--- src/rtl/fb_pkg.sv ---
// Frame-buffer geometry, requester ids and the read-tag record.
// Shared by the arbiter, its tag pipe and the port interface.
package fb_pkg;

  localparam int FB_WIDTH  = 320;
  localparam int FB_HEIGHT = 200;
  localparam int FB_WORDS  = FB_WIDTH * FB_HEIGHT / 8;
  localparam int FB_ADDR_W = 13;
  localparam int FB_DATA_W = 8;

  typedef enum logic [1:0] {
    REQ_VGA  = 2'd0,
    REQ_HOST = 2'd1,
    REQ_ENG  = 2'd2
  } req_id_t;

  typedef struct packed {
    logic    vld;
    req_id_t id;
    logic    oor;
  } rd_tag_t;

  // Round-robin partner between the two non-VGA requesters.
  function automatic req_id_t other_port(input req_id_t id);
    return (id == REQ_HOST) ? REQ_ENG : REQ_HOST;
  endfunction

endpackage

--- src/rtl/fb_port_arbiter_if.sv ---
// Requester ports and RAM port of the frame-buffer arbiter.
// P0 (VGA prefetch) is read-only, so it carries no write enable or write data.
interface fb_port_arbiter_if
  import fb_pkg::*;
#(
  parameter int ADDR_W = FB_ADDR_W,
  parameter int DATA_W = FB_DATA_W
) ();

  logic              p0_req;
  logic [ADDR_W-1:0] p0_addr;
  logic              p0_gnt;
  logic              p0_rvalid;

  logic              p1_req;
  logic              p1_we;
  logic [ADDR_W-1:0] p1_addr;
  logic [DATA_W-1:0] p1_wdata;
  logic              p1_gnt;
  logic              p1_rvalid;

  logic              p2_req;
  logic              p2_we;
  logic [ADDR_W-1:0] p2_addr;
  logic [DATA_W-1:0] p2_wdata;
  logic              p2_gnt;
  logic              p2_rvalid;

  logic [DATA_W-1:0] rd_data;

  logic [ADDR_W-1:0] fb_addr;
  logic              fb_we;
  logic [DATA_W-1:0] fb_wdata;
  logic [DATA_W-1:0] fb_rdata;

  modport slave (
    input  p0_req, p0_addr,
    input  p1_req, p1_we, p1_addr, p1_wdata,
    input  p2_req, p2_we, p2_addr, p2_wdata,
    input  fb_rdata,
    output p0_gnt, p0_rvalid, p1_gnt, p1_rvalid, p2_gnt, p2_rvalid,
    output rd_data, fb_addr, fb_we, fb_wdata
  );

  modport master (
    output p0_req, p0_addr,
    output p1_req, p1_we, p1_addr, p1_wdata,
    output p2_req, p2_we, p2_addr, p2_wdata,
    output fb_rdata,
    input  p0_gnt, p0_rvalid, p1_gnt, p1_rvalid, p2_gnt, p2_rvalid,
    input  rd_data, fb_addr, fb_we, fb_wdata
  );

endinterface

--- src/rtl/fb_rd_tag_pipe.sv ---
// Carries {valid, owner, out-of-range} alongside each read for RD_LAT cycles,
// then steers the RAM's registered read data to its owner (zero for out-of-range reads).
module fb_rd_tag_pipe
  import fb_pkg::*;
#(
  parameter int RD_LAT = 2,
  parameter int DATA_W = FB_DATA_W
) (
  input  logic              uclk,
  input  logic              rst,
  input  logic              load_vld,
  input  req_id_t           load_id,
  input  logic              load_oor,
  input  logic [DATA_W-1:0] fb_rdata,
  output logic [2:0]        rvalid,
  output logic [DATA_W-1:0] rd_data
);

  rd_tag_t pipe [RD_LAT];
  rd_tag_t head;

  always_ff @(posedge uclk or posedge rst) begin
    if (rst) begin
      for (int i = 0; i < RD_LAT; i++) pipe[i] <= '0;
    end else begin
      pipe[0] <= rd_tag_t'{vld: load_vld, id: load_id, oor: load_oor};
      for (int i = 1; i < RD_LAT; i++) pipe[i] <= pipe[i-1];
    end
  end

  assign head = pipe[RD_LAT-1];

  assign rvalid[0] = head.vld && (head.id == REQ_VGA);
  assign rvalid[1] = head.vld && (head.id == REQ_HOST);
  assign rvalid[2] = head.vld && (head.id == REQ_ENG);
  assign rd_data   = (head.vld && !head.oor) ? fb_rdata : '0;

endmodule

--- src/rtl/fb_port_arbiter.sv ---
// Shares the single-port frame-buffer RAM: one combinational grant per uclk, registered onto the RAM port.
// P0 has priority bounded by STARVE_MAX; P1/P2 round-robin; read data returns RD_LAT cycles after grant.
module fb_port_arbiter
  import fb_pkg::*;
#(
  parameter int ADDR_W     = FB_ADDR_W,
  parameter int DATA_W     = FB_DATA_W,
  parameter int RD_LAT     = 2,
  parameter int STARVE_MAX = 15
) (
  input  logic             uclk,
  input  logic             rst,
  fb_port_arbiter_if.slave bus
);

  localparam int                SC_W   = $clog2(STARVE_MAX + 1);
  localparam logic [SC_W-1:0]   SC_MAX = SC_W'(STARVE_MAX);
  localparam logic [ADDR_W-1:0] WORDS  = ADDR_W'(FB_WORDS);

  req_id_t           rr_ptr;
  logic [SC_W-1:0]   starve_cnt;
  logic              others_wait;
  logic              forced_yield;

  logic              win_vld;
  req_id_t           win_id;
  logic              win_we;
  logic              win_oor;
  logic [ADDR_W-1:0] win_addr;
  logic [DATA_W-1:0] win_wdata;

  logic [ADDR_W-1:0] cmd_addr;
  logic              cmd_we;
  logic [DATA_W-1:0] cmd_wdata;
  logic [2:0]        rvalid;

  assign others_wait  = bus.p1_req || bus.p2_req;
  assign forced_yield = (starve_cnt == SC_MAX) && others_wait;

  always_comb begin
    win_vld   = 1'b0;
    win_id    = REQ_VGA;
    win_we    = 1'b0;
    win_addr  = bus.p0_addr;
    win_wdata = '0;
    if (!rst) begin
      if (bus.p0_req && !forced_yield) begin
        win_vld = 1'b1;
      end else if (bus.p1_req && (rr_ptr == REQ_HOST || !bus.p2_req)) begin
        win_vld   = 1'b1;
        win_id    = REQ_HOST;
        win_we    = bus.p1_we;
        win_addr  = bus.p1_addr;
        win_wdata = bus.p1_wdata;
      end else if (bus.p2_req) begin
        win_vld   = 1'b1;
        win_id    = REQ_ENG;
        win_we    = bus.p2_we;
        win_addr  = bus.p2_addr;
        win_wdata = bus.p2_wdata;
      end
    end
  end

  assign win_oor = (win_addr >= WORDS);

  assign bus.p0_gnt = win_vld && (win_id == REQ_VGA);
  assign bus.p1_gnt = win_vld && (win_id == REQ_HOST);
  assign bus.p2_gnt = win_vld && (win_id == REQ_ENG);

  // The starvation count only advances while someone other than P0 is actually waiting.
  always_ff @(posedge uclk or posedge rst) begin
    if (rst) begin
      rr_ptr     <= REQ_HOST;
      starve_cnt <= '0;
    end else begin
      if (win_vld && win_id != REQ_VGA) begin
        rr_ptr     <= other_port(win_id);
        starve_cnt <= '0;
      end else if (!others_wait) begin
        starve_cnt <= '0;
      end else if (win_vld && starve_cnt != SC_MAX) begin
        starve_cnt <= starve_cnt + SC_W'(1);
      end
    end
  end

  // Out-of-range writes are consumed but never reach the RAM; the address holds when idle.
  always_ff @(posedge uclk or posedge rst) begin
    if (rst) begin
      cmd_addr  <= '0;
      cmd_we    <= 1'b0;
      cmd_wdata <= '0;
    end else begin
      cmd_we <= win_vld && win_we && !win_oor;
      if (win_vld) begin
        cmd_addr  <= win_addr;
        cmd_wdata <= win_wdata;
      end
    end
  end

  assign bus.fb_addr  = cmd_addr;
  assign bus.fb_we    = cmd_we;
  assign bus.fb_wdata = cmd_wdata;

  fb_rd_tag_pipe #(
    .RD_LAT (RD_LAT),
    .DATA_W (DATA_W)
  ) u_tag_pipe (
    .uclk     (uclk),
    .rst      (rst),
    .load_vld (win_vld && !win_we),
    .load_id  (win_id),
    .load_oor (win_oor),
    .fb_rdata (bus.fb_rdata),
    .rvalid   (rvalid),
    .rd_data  (bus.rd_data)
  );

  assign bus.p0_rvalid = rvalid[0];
  assign bus.p1_rvalid = rvalid[1];
  assign bus.p2_rvalid = rvalid[2];

endmodule
--- src/flat_wrapper.sv ---
// flat-port wrapper written by rule: the top's interface ports become plain ports
module fb_port_arbiter_flat import fb_pkg::*;
#(
  parameter int ADDR_W     = FB_ADDR_W,
  parameter int DATA_W     = FB_DATA_W,
  parameter int RD_LAT     = 2,
  parameter int STARVE_MAX = 15
)
  (uclk, rst, bus_p0_req, bus_p0_addr, bus_p1_req, bus_p1_we, bus_p1_addr, bus_p1_wdata, bus_p2_req, bus_p2_we, bus_p2_addr, bus_p2_wdata, bus_fb_rdata, bus_p0_gnt, bus_p0_rvalid, bus_p1_gnt, bus_p1_rvalid, bus_p2_gnt, bus_p2_rvalid, bus_rd_data, bus_fb_addr, bus_fb_we, bus_fb_wdata);
  fb_port_arbiter_if #(.ADDR_W(ADDR_W), .DATA_W(DATA_W)) bus_i ();
  input  logic uclk;
  input  logic rst;
  input wire logic [$bits(bus_i.p0_req)-1:0] bus_p0_req;
  input wire logic [$bits(bus_i.p0_addr)-1:0] bus_p0_addr;
  input wire logic [$bits(bus_i.p1_req)-1:0] bus_p1_req;
  input wire logic [$bits(bus_i.p1_we)-1:0] bus_p1_we;
  input wire logic [$bits(bus_i.p1_addr)-1:0] bus_p1_addr;
  input wire logic [$bits(bus_i.p1_wdata)-1:0] bus_p1_wdata;
  input wire logic [$bits(bus_i.p2_req)-1:0] bus_p2_req;
  input wire logic [$bits(bus_i.p2_we)-1:0] bus_p2_we;
  input wire logic [$bits(bus_i.p2_addr)-1:0] bus_p2_addr;
  input wire logic [$bits(bus_i.p2_wdata)-1:0] bus_p2_wdata;
  input wire logic [$bits(bus_i.fb_rdata)-1:0] bus_fb_rdata;
  output wire logic [$bits(bus_i.p0_gnt)-1:0] bus_p0_gnt;
  output wire logic [$bits(bus_i.p0_rvalid)-1:0] bus_p0_rvalid;
  output wire logic [$bits(bus_i.p1_gnt)-1:0] bus_p1_gnt;
  output wire logic [$bits(bus_i.p1_rvalid)-1:0] bus_p1_rvalid;
  output wire logic [$bits(bus_i.p2_gnt)-1:0] bus_p2_gnt;
  output wire logic [$bits(bus_i.p2_rvalid)-1:0] bus_p2_rvalid;
  output wire logic [$bits(bus_i.rd_data)-1:0] bus_rd_data;
  output wire logic [$bits(bus_i.fb_addr)-1:0] bus_fb_addr;
  output wire logic [$bits(bus_i.fb_we)-1:0] bus_fb_we;
  output wire logic [$bits(bus_i.fb_wdata)-1:0] bus_fb_wdata;
  assign bus_i.p0_req = bus_p0_req;
  assign bus_i.p0_addr = bus_p0_addr;
  assign bus_i.p1_req = bus_p1_req;
  assign bus_i.p1_we = bus_p1_we;
  assign bus_i.p1_addr = bus_p1_addr;
  assign bus_i.p1_wdata = bus_p1_wdata;
  assign bus_i.p2_req = bus_p2_req;
  assign bus_i.p2_we = bus_p2_we;
  assign bus_i.p2_addr = bus_p2_addr;
  assign bus_i.p2_wdata = bus_p2_wdata;
  assign bus_i.fb_rdata = bus_fb_rdata;
  assign bus_p0_gnt = bus_i.p0_gnt;
  assign bus_p0_rvalid = bus_i.p0_rvalid;
  assign bus_p1_gnt = bus_i.p1_gnt;
  assign bus_p1_rvalid = bus_i.p1_rvalid;
  assign bus_p2_gnt = bus_i.p2_gnt;
  assign bus_p2_rvalid = bus_i.p2_rvalid;
  assign bus_rd_data = bus_i.rd_data;
  assign bus_fb_addr = bus_i.fb_addr;
  assign bus_fb_we = bus_i.fb_we;
  assign bus_fb_wdata = bus_i.fb_wdata;
  fb_port_arbiter #(.ADDR_W(ADDR_W), .DATA_W(DATA_W), .RD_LAT(RD_LAT), .STARVE_MAX(STARVE_MAX)) u_core (.uclk(uclk), .rst(rst), .bus(bus_i));
endmodule
--- config.mk ---
export PLATFORM = sky130hd
export DESIGN_NAME = fb_port_arbiter_flat
export DESIGN_NICKNAME = d
export VERILOG_FILES = /design/src/rtl/fb_pkg.sv /design/src/rtl/fb_port_arbiter_if.sv /design/src/rtl/fb_rd_tag_pipe.sv /design/src/rtl/fb_port_arbiter.sv /design/src/flat_wrapper.sv
export SDC_FILE = /design/constraint.sdc
export NUM_CORES = 1
export LEC_CHECK = 0
export BUFFER_PORTS_ARGS = -buffer_cell sky130_fd_sc_hd__clkbuf_2
export CORE_UTILIZATION = 35
export CTS_BUF_LIST = sky130_fd_sc_hd__clkbuf_8
export DETAILED_ROUTE_END_ITERATION = 8
export PLACE_DENSITY = 0.72
export SLEW_MARGIN = 40
export SYNTH_ARGS = -nofsm -noshare
export SYNTH_HDL_FRONTEND = slang
export SYNTH_SLANG_ARGS = --single-unit
--- constraint.sdc ---
create_clock -name uclk -period 3 [get_ports uclk]
set_input_delay 0.15 -clock uclk [delete_from_list [all_inputs] [get_ports uclk]]
set_output_delay 0.15 -clock uclk [all_outputs]
set_load 0.1 [all_outputs]
==> out/qor.txt <==
status -> completed
Syn Nets -> 276
HP Class -> input port to register
sequential share of power -> 35.6%
GRT Total Usage -> 18.6%
drt drc -> 0
Antenna diodes -> 0
clk_skew -> 6.93 ps
CTS Sinks -> 36
WP data arrival -> 2550 ps
share of cells above drive strength 1 -> 45.5%
Power, Total -> 0.00157 W
DRT iter0 DRCs -> 117
worst slack at placement -> 657 ps
RePlAce Congestion -> 0.763
Clk Latency, worst-skew pair -> 290 ps
setup TNS -> 0 ps
Port Buffers -> 105
largest net degree at the start of global routing -> 40
die width -> 77.3 um
Cell Int Power -> 0.000910 W
Clock power frac -> 26.4%
post-CTS resize count -> 0
Distinct cells, synth -> 41
Die Y -> 77.3 um
vias in the first global route -> 1,834
Root Driver -> clkbuf_8
WL/cell -> 13.8 um
final hold violation count -> 0
Initial Util -> 36.3%
I/O Pins -> 106
postcts setup bufs -> 0
worst slew pin tran -> 703 ps
Syn Inst Count -> 205
DP HPWL -> 4050 um
Crit Path Category -> register to register
Rows -> 27
Max FO, Critical Path -> 13
worst reg2reg setup slack -> 670 ps
R2R depth -> 6
period utilization -> 77.6%
switch share -> 42.0%
WP data required -> 3230 ps
VDD IR max -> 0.256 mV
fin. max-slew vios -> 0
H-tree Lvls -> 2
vias post-DR -> 1,903
Worst R2R End -> u_core.bus.fb_we
Setup-failing EPs final -> 0
Area Overhead vs Synth -> 34.1%
sequential cell area fraction in the yosys report -> 45.4%
Post-Route WL -> 5230 um
CTS tree -> done
Finished Core Util -> 48.7%
Synth Area in Compound Gates -> 20.2%
pwr dens -> 590 mW/mm2
Static Leakage -> 1.40 nW
PnR worst setup slack -> 673 ps
post-synthesis mux area share -> 10.1%
core footprint -> 0.00547 mm2
vias per cell -> 5.01
Rel. slew slack -> 53.1%
Final Net Count -> 378
xor/xnor share of the synthesized area -> 0%
Num CTS Buffers -> 5
crit path time final -> 2330 ps
Synth Area in Adders -> 0.630%
Syn Area/Cell -> 9.69 um2
Yosys Warn Count -> 0
Synth Area in Simple Gates -> 19.6%
sw power -> 0.000660 W
register bit total from synthesis -> 36
worst-case clock buffer depth -> 2
Syn Std Cell Area -> 0.00199 mm2
Clk pin slew, worst setup/hold paths -> 70 ps
Non-Filler Cell Area, Final -> 0.00266 mm2
GRT Residual Overflow -> 0
Post-CTS Hold Fix Bufs -> 0
Final ANT Viol Nets -> 0
first-pass GRT wire length -> 8580 um
drt first pass iters -> 7
Worst Setup SP -> u_core.starve_cnt[0]
Max Cap Viol -> 0
initial antenna violation count -> 0
CP endpoint -> u_core.bus.fb_we
largest family of logic cells by synthesized area -> compound AO/OA/AOI/OAI gates
FF-to-FF Start -> u_core.starve_cnt[0]
Crit. End Element -> register
Worst Setup Start Kind -> register
fmax -> 430 MHz
Placed Area -> 0.00255 mm2
RSZ-0062 raised after global routing -> false
area of the die -> 0.00598 mm2
combinational group share of total power -> 38.0%
-- worst min-delay path by stage --
stage / start / to / cells past startpoint
2_1_floorplan: bus_p1_wdata[0] / u_core.bus.fb_wdata[0] / 2
3_3_place_gp: u_core.u_tag_pipe.pipe[6] / u_core.u_tag_pipe.head[2] / 0
3_5_place_dp: u_core.u_tag_pipe.pipe[4] / u_core.u_tag_pipe.head[0] / 0
4_1_cts: bus_p1_wdata[1] / u_core.bus.fb_wdata[1] / 3
5_1_grt: bus_p1_wdata[7] / u_core.bus.fb_wdata[7] / 3
6_report: bus_p1_wdata[1] / u_core.bus.fb_wdata[1] / 3
-- cell usage after synthesis (all sizes together) --
cell type	instances	area (um2)
a211o	2	17.5
a211oi	4	42.5
a21o	5	37.5
a21oi	7	35.0
a22o	1	8.76
a22oi	8	60.1
and2	9	58.8
and3	2	12.5
and3b	3	26.3
buf	6	42.5
clkbuf	7	26.3
dfrtp	35	876
dfstp	1	26.3
ha	1	12.5
inv	3	11.3
mux2	16	180
mux2i	2	20.0
nand2	32	120
nand2b	3	18.8
nand3	3	20.0
nand4b	1	8.76
nor2	12	52.6
nor2b	4	25.0
nor3b	2	15.0
nor4	2	12.5
o2111a	1	11.3
o21ai	15	82.6
o22a	1	8.76
o22ai	10	62.6
o31a	1	8.76
o31ai	2	15.0
o41a	1	11.3
or2	1	6.26
or3	2	12.5
-- per-stage QoR --
step / instances / hold WS [ps]
floorplan: 205 / 255
global placement: 372 / 334
detailed placement: 372 / 337
CTS: 380 / 42.0
global route: 380 / 46.2
finish: 380 / 48.1
-- layout make-up --
type | count | area [um2]
clock buffers | 5 | 68.8
clock inverters | 3 | 38.8
fillers | 565 | 2810
inverters | 3 | 11.3
multi-input cells | 153 | 1000
flip-flops and latches | 36 | 902
well taps | 72 | 90.1
repair buffers | 108 | 548
-- worst max-delay path, cell delays in order (launching register included) --
cell and delay, ps:
dfrtp_1 400, ha_1 240, nand3_2 150, o31a_1 440, nor2_1 600, a22o_1 290, o41a_1 140
-- state kept, by name, summed over array words and instances, names as in the netlist --
register,count
u_core.starve_cnt,4
u_core.bus.fb_addr,13
u_core.rr_ptr,2
u_core.bus.fb_wdata,8
u_core.u_tag_pipe.head,4
u_core.u_tag_pipe.pipe,4
u_core.bus.fb_we,1
-- power groups by stage --
stage | Sequential, W | Combinational [W] | Clock [W]
after floorplan | 0.000817 | 0.000223 | 0
after global placement | 0.000566 | 0.000596 | 0
after detailed placement | 0.000567 | 0.000601 | 0
after CTS | 0.000559 | 0.000602 | 0.000422
after global routing | 0.000565 | 0.000630 | 0.000448
final | 0.000558 | 0.000597 | 0.000415
-- routing by layer --
metal	vias to the layer above	GRT usage [%]	share of wire, %
met4	0	6.60	1.0
li1	940	-	-
met2	61	29.7	50
met1	895	23.6	43
met5	-	0	0
met3	7	5.83	6.3
-- cells by family after synthesis --
logic type | after synthesis
buf+inv | 16
fa+ha+maj | 1
mux | 18
flops | 36
simple gates | 76
compound gates | 58
-- cells in the final DEF, fill, tap and decap left out, types with 4 or more instances in the layout --
| cell type | netlist | routed |
|---|---|---|
| clkbuf_2 | 0 | 105 |
| dfrtp_1 | 35 | 35 |
| nand2_1 | 32 | 32 |
| mux2_2 | 16 | 16 |
| o21ai_0 | 13 | 13 |
| nor2_1 | 11 | 11 |
| o22ai_1 | 10 | 10 |
| a22oi_1 | 8 | 8 |
| and2_1 | 8 | 8 |
| a21oi_1 | 7 | 7 |
| a21o_1 | 5 | 5 |
| clkbuf_8 | 0 | 5 |
| nor2b_1 | 4 | 4 |
Power figures use the tool's default switching activity.
